==> config.mk <==
export PLATFORM = sky130hd
export DESIGN_NAME = sa_and_reduce_pipe
export DESIGN_NICKNAME = d
export VERILOG_FILES = /design/src/rtl/sa_vlib_pkg.sv /design/src/rtl/sa_pipe_stage.sv /design/src/rtl/sa_and_reduce_pipe.sv
export SDC_FILE = /design/constraint.sdc
export NUM_CORES = 1
export LEC_CHECK = 0
export ABC_CLOCK_PERIOD_IN_PS = 3470
export CORE_MARGIN = 2
export CORE_UTILIZATION = 44
export DETAILED_ROUTE_END_ITERATION = 10
export GPL_TIMING_DRIVEN = 0
export HOLD_SLACK_MARGIN = 0.03
export PLACE_DENSITY = 0.84
export SLEW_MARGIN = 20
export SYNTH_ARGS = -nofsm -noshare
export SYNTH_HDL_FRONTEND = slang
export SYNTH_SLANG_ARGS = --single-unit
export TNS_END_PERCENT = 10
==> constraint.sdc <==
create_clock -name nvdla_core_clk -period 3.47 [get_ports nvdla_core_clk]
set_input_delay 0.5205 -clock nvdla_core_clk [delete_from_list [all_inputs] [get_ports nvdla_core_clk]]
set_output_delay 0.5205 -clock nvdla_core_clk [all_outputs]
set_load 0.02 [all_outputs]
==> src/rtl/sa_vlib_pkg.sv <==
// Shared definitions for the small-config vlib reducers: legal parameter
// ranges and the per-bit-column masked reduction primitive.
package sa_vlib_pkg;

  localparam int DW_MIN     = 1;
  localparam int DW_MAX     = 64;
  localparam int NUM_IN_MIN = 2;
  localparam int NUM_IN_MAX = 16;
  localparam int STAGES_MIN = 1;
  localparam int STAGES_MAX = 4;

  // Masked-off channels (and zero-padded upper channels) read as ones, so they
  // never pull the AND low.
  function automatic logic masked_and_col(input logic [NUM_IN_MAX-1:0] col,
                                          input logic [NUM_IN_MAX-1:0] mask);
    return &(col | ~mask);
  endfunction

endpackage

==> src/rtl/sa_pipe_stage.sv <==
// One elastic valid/ready register stage; an empty stage accepts even when
// downstream stalls, so bubbles collapse.
module sa_pipe_stage #(
  parameter int W = 9
) (
  input  logic         clk,
  input  logic         rst_n,
  input  logic         up_vld,
  output logic         up_rdy,
  input  logic [W-1:0] up_pd,
  output logic         dn_vld,
  input  logic         dn_rdy,
  output logic [W-1:0] dn_pd
);

  assign up_rdy = ~dn_vld | dn_rdy;

  always_ff @(posedge clk or negedge rst_n) begin
    if (!rst_n) begin
      dn_vld <= 1'b0;
    end else if (up_rdy) begin
      dn_vld <= up_vld;
    end
  end

  // Payload only moves with a real beat, so bubbles cause no data toggling.
  always_ff @(posedge clk or negedge rst_n) begin
    if (!rst_n) begin
      dn_pd <= '0;
    end else if (up_rdy && up_vld) begin
      dn_pd <= up_pd;
    end
  end

endmodule

==> src/rtl/sa_and_reduce_pipe.sv <==
// Masked bitwise AND (optionally NAND) across NUM_IN channels, retimed through
// a STAGES-deep elastic pipeline. in_prdy is combinational from out_prdy.
module sa_and_reduce_pipe
  import sa_vlib_pkg::*;
#(
  parameter int DW     = 8,
  parameter int NUM_IN = 4,
  parameter int STAGES = 2
) (
  input  logic                 nvdla_core_clk,
  input  logic                 nvdla_core_rstn,
  input  logic                 in_pvld,
  output logic                 in_prdy,
  input  logic [NUM_IN*DW-1:0] in_pd,
  input  logic [NUM_IN-1:0]    in_mask,
  input  logic                 cfg_inv,
  output logic                 out_pvld,
  input  logic                 out_prdy,
  output logic [DW-1:0]        out_pd,
  output logic                 out_zero
);

  if (DW < DW_MIN || DW > DW_MAX) begin : g_bad_dw
    $error("sa_and_reduce_pipe: DW out of range");
  end
  if (NUM_IN < NUM_IN_MIN || NUM_IN > NUM_IN_MAX) begin : g_bad_num_in
    $error("sa_and_reduce_pipe: NUM_IN out of range");
  end
  if (STAGES < STAGES_MIN || STAGES > STAGES_MAX) begin : g_bad_stages
    $error("sa_and_reduce_pipe: STAGES out of range");
  end

  // Payload carries a nonzero flag rather than a zero flag so that an all-zero
  // reset state still presents out_zero=1.
  localparam int PW = DW + 1;

  logic [DW-1:0] red_and;
  logic [DW-1:0] red_r;
  logic          red_nz;

  for (genvar b = 0; b < DW; b++) begin : g_col
    logic [NUM_IN-1:0] col;
    for (genvar k = 0; k < NUM_IN; k++) begin : g_ch
      assign col[k] = in_pd[k*DW + b];
    end
    assign red_and[b] = masked_and_col(NUM_IN_MAX'(col), NUM_IN_MAX'(in_mask));
  end

  assign red_r  = red_and ^ {DW{cfg_inv}};
  assign red_nz = |red_r;

  logic          vld_c [STAGES+1];
  logic          rdy_c [STAGES+1];
  logic [PW-1:0] pd_c  [STAGES+1];

  assign vld_c[0]      = in_pvld;
  assign pd_c[0]       = {red_nz, red_r};
  assign rdy_c[STAGES] = out_prdy;

  // Stage boundaries: element i of each chain is the input side of stage i.
  for (genvar i = 0; i < STAGES; i++) begin : g_stage
    sa_pipe_stage #(.W(PW)) u_stage (
      .clk    (nvdla_core_clk),
      .rst_n  (nvdla_core_rstn),
      .up_vld (vld_c[i]),
      .up_rdy (rdy_c[i]),
      .up_pd  (pd_c[i]),
      .dn_vld (vld_c[i+1]),
      .dn_rdy (rdy_c[i+1]),
      .dn_pd  (pd_c[i+1])
    );
  end

  assign in_prdy  = rdy_c[0];
  assign out_pvld = vld_c[STAGES];
  assign out_pd   = pd_c[STAGES][DW-1:0];
  assign out_zero = ~pd_c[STAGES][DW];

endmodule

==> impl_metrics.yaml <==
detailed_routing:
  routed_wirelength_um: 2360
  drt_pass1_iterations: 4
  drt_iter0_markers: 16
  route.detailed.drc: 0
  ant_nets: 0
  avgViaCountPerCell: 5.08
  dr_total_vias: 1016
  post_drt_wl_per_cell_um: 11.8
global_route:
  grt_usage_pct: 18.4
  antenna_found_initial: 0
  grt_pass1_vias: 1035
  grt_overflow_total: 0
  grt_pass1_wl_um: 4040
  grt_start_max_net_pins: 21
synthesis:
  synthFlopType: "dfrtp_1"
  synth_edf_count: 0
  netlist_area_um2: 1140
  yosysSeqAreaShare_pct: 43.8
  synthTopCellsByCount: "nand2b_1 (21), dfrtp_1 (20), nand2_1 (11)"
  netlist.top_cell.by_area: "dfrtp_1"
  synth_seq_cells: 20
  yosysMostFrequentCell: "nand2b_1"
  ys_types: 25
  syn_area_per_cell_um2: 9.93
  synthTopCellsByArea: "dfrtp_1 (44%), nand2b_1 (12%), mux2_2 (8.9%)"
  yosysWarnings: 0
  yosys.area.top_type_share_pct: 43.8
  postSynthCellCount: 115
  syn_nets: 156
  async_flop_share_pct: 100
setup_path:
  critPathLaunchType: "input pin"
  cpLargestDelayFamily: "buffers and inverters"
  critPathKind: "in2out"
  critPathBufInv: 2
  required_ns: 2.95
  r2r-end: "g_stage[0].u_stage.dn_pd[4]"
  crit_start: "out_prdy"
  crit_path_cell_trace: "clkdlybuf4s50_1, nand3b_1, clkdlybuf4s50_1"
  worst-path-stages: 3
  r2r_cells: 4
  path_max_fanout: 5
  reg2reg_from: "g_stage[1].u_stage.dn_vld"
  end_kind: "output pin"
  cp_slowest_cell: "clkdlybuf4s50_1"
  crit_arrival_ns: 1.84
  path_common_cell: "clkdlybuf4s50_1"
  r2r_setup_slack_ns: 2.05
  crit_path_end: "in_prdy"
  cpPeakStageDelay_ns: 0.65
clock_network:
  cts_resized: 0
  numCtsBuffers: 3
  post_cts_buffers: 0
  clk_pin_slew_ns: 0.10
  h-tree-depth: 1
  cts_sinks: 20
  cts_tree: "yes"
  clk_latency_ns: 0.29
  cts_buffer_depth: 2
  cts_root_buf: "clkbuf_4"
  ctsHoldBuffers: 0
cells_and_area:
  diodes: 0
  nets: 212
  synthToLayoutAreaGrowth_pct: 51.2
  drive_gt1_share_pct: 14.1
  post-route-cell-area_um2: 1730
sta:
  rsz0062_at_grt: "no"
  max_freq_mhz: 423
  fin_crit_ns: 2.36
  finalCritPeriodShare_pct: 68.1
  hold_viol_final: 0
  slew_violations: 0
  slew-limit-headroom_pct: 43.8
  setup_violations: 0
  tns_ns: 0
  worst_pin_slew_ns: 0.841
  fin_skew_ns: 0.00597
floorplanning:
  dieArea_um2: 3020
  io_pins: 52
  core_area_um2: 2480
  rows: 18
  die_h_um: 55.0
  start_util_pct: 46.1
  dieWidth_um: 55.0
place:
  routabilityCongestion: 0.718
  dp_hpwl_um: 2060
  numPortBuffers: 51
  placed_cell_area_um2: 1690
power_and_ir_drop:
  power_mw: 0.715
  powerDensity_nw_per_um2: 414
  ir_drop_mv: 0.282
  p_leak_nw: 0.716
min_path:
  hold_path.class: "reg2reg"
run_status:
  status: "complete, no violations"
job:
  max-cap-violations: 0
[metrics by stage]
step	utilization, %	hold slack [ns]	worst slack [ns]	instances
after floorplan	-	0.225	1.74	115
after CTS	69.7	0.499	1.11	200
after detailed placement	68.2	0.475	1.05	196
after global routing	69.7	0.516	1.07	200
after global placement	68.2	0.465	1.08	196
final	69.7	0.492	1.11	200
[cell families (layout without fill, tap and decap cells)]
logic type | count (synthesis) | count (layout) | share of synthesized area, %
flops | 20 | 20 | 43.8
mux | 9 | 9 | 8.87
compound gates | 22 | 22 | 14.1
xor+xnor | 7 | 7 | 5.37
simple gates | 40 | 40 | 19.3
buf+inv | 17 | 72 | 8.54
[sequential cells by signal (all words and copies together), names as in the netlist]
name and cells:
g_stage.u_stage.dn_pd 18, g_stage.u_stage.dn_vld 2
[worst reg2reg max path, cell delays in order (launching register included)]
cell and delay [ns]:
dfrtp_1 0.38, nand3b_1 0.19, nand2_1 0.24, clkbuf_1 0.33, o21ai_0 0.15
[final cells by class]
cell class              count  area, um2
repair buffers             51        510
clock buffers               4       36.3
plain buffers              10       71.3
inverters                   7       26.3
well taps                  30       37.5
multi-input cells          78        544
fillers                   198        751
flip-flops and latches     20        500
[power by group]
group / internal (mW) / total (mW) / switching [mW]
registers: 0.279 / 0.303 / 0.0238
logic: 0.173 / 0.283 / 0.110
clock network: 0.0639 / 0.130 / 0.0658
[placed cells by master, fill, tap and decap left out, drive strengths merged]
cell	n
clkbuf	6
a41oi	1
nor3b	1
mux2	9
o2111a	6
nor2	1
dfrtp	20
buf	8
nand2b	21
nand3	2
xnor2	7
a221oi	1
nand3b	1
o21ai	8
or3	1
nor3	1
a21oi	2
inv	7
nand2	11
clkdlybuf4s50	51
o22ai	4
or4	1
[worst min-delay path by stage]
stage / from / endpoint / slack (ns) / cells after the start
after floorplan: nvdla_core_rstn / g_stage[0].u_stage.dn_pd[0] / 0.22 / 0
final: g_stage[0].u_stage.dn_pd[2] / g_stage[0].u_stage.dn_pd[2] / 0.49 / 2
after detailed placement: g_stage[0].u_stage.dn_pd[2] / g_stage[0].u_stage.dn_pd[2] / 0.47 / 2
after global routing: g_stage[0].u_stage.dn_pd[2] / g_stage[0].u_stage.dn_pd[2] / 0.52 / 2
after CTS: g_stage[0].u_stage.dn_pd[2] / g_stage[0].u_stage.dn_pd[2] / 0.50 / 2
after global placement: g_stage[0].u_stage.dn_pd[0] / g_stage[0].u_stage.dn_pd[0] / 0.47 / 2
[metal layers]
| metal | global-route usage, % | routed length [um] |
|---|---|---|
| met4 | 6.10 | 11 |
| met5 | 0 | 0 |
| met3 | 4.57 | 245 |
| met2 | 34.9 | 1200 |
| met1 | 19.7 | 909 |
Power figures use the tool's default switching activity.
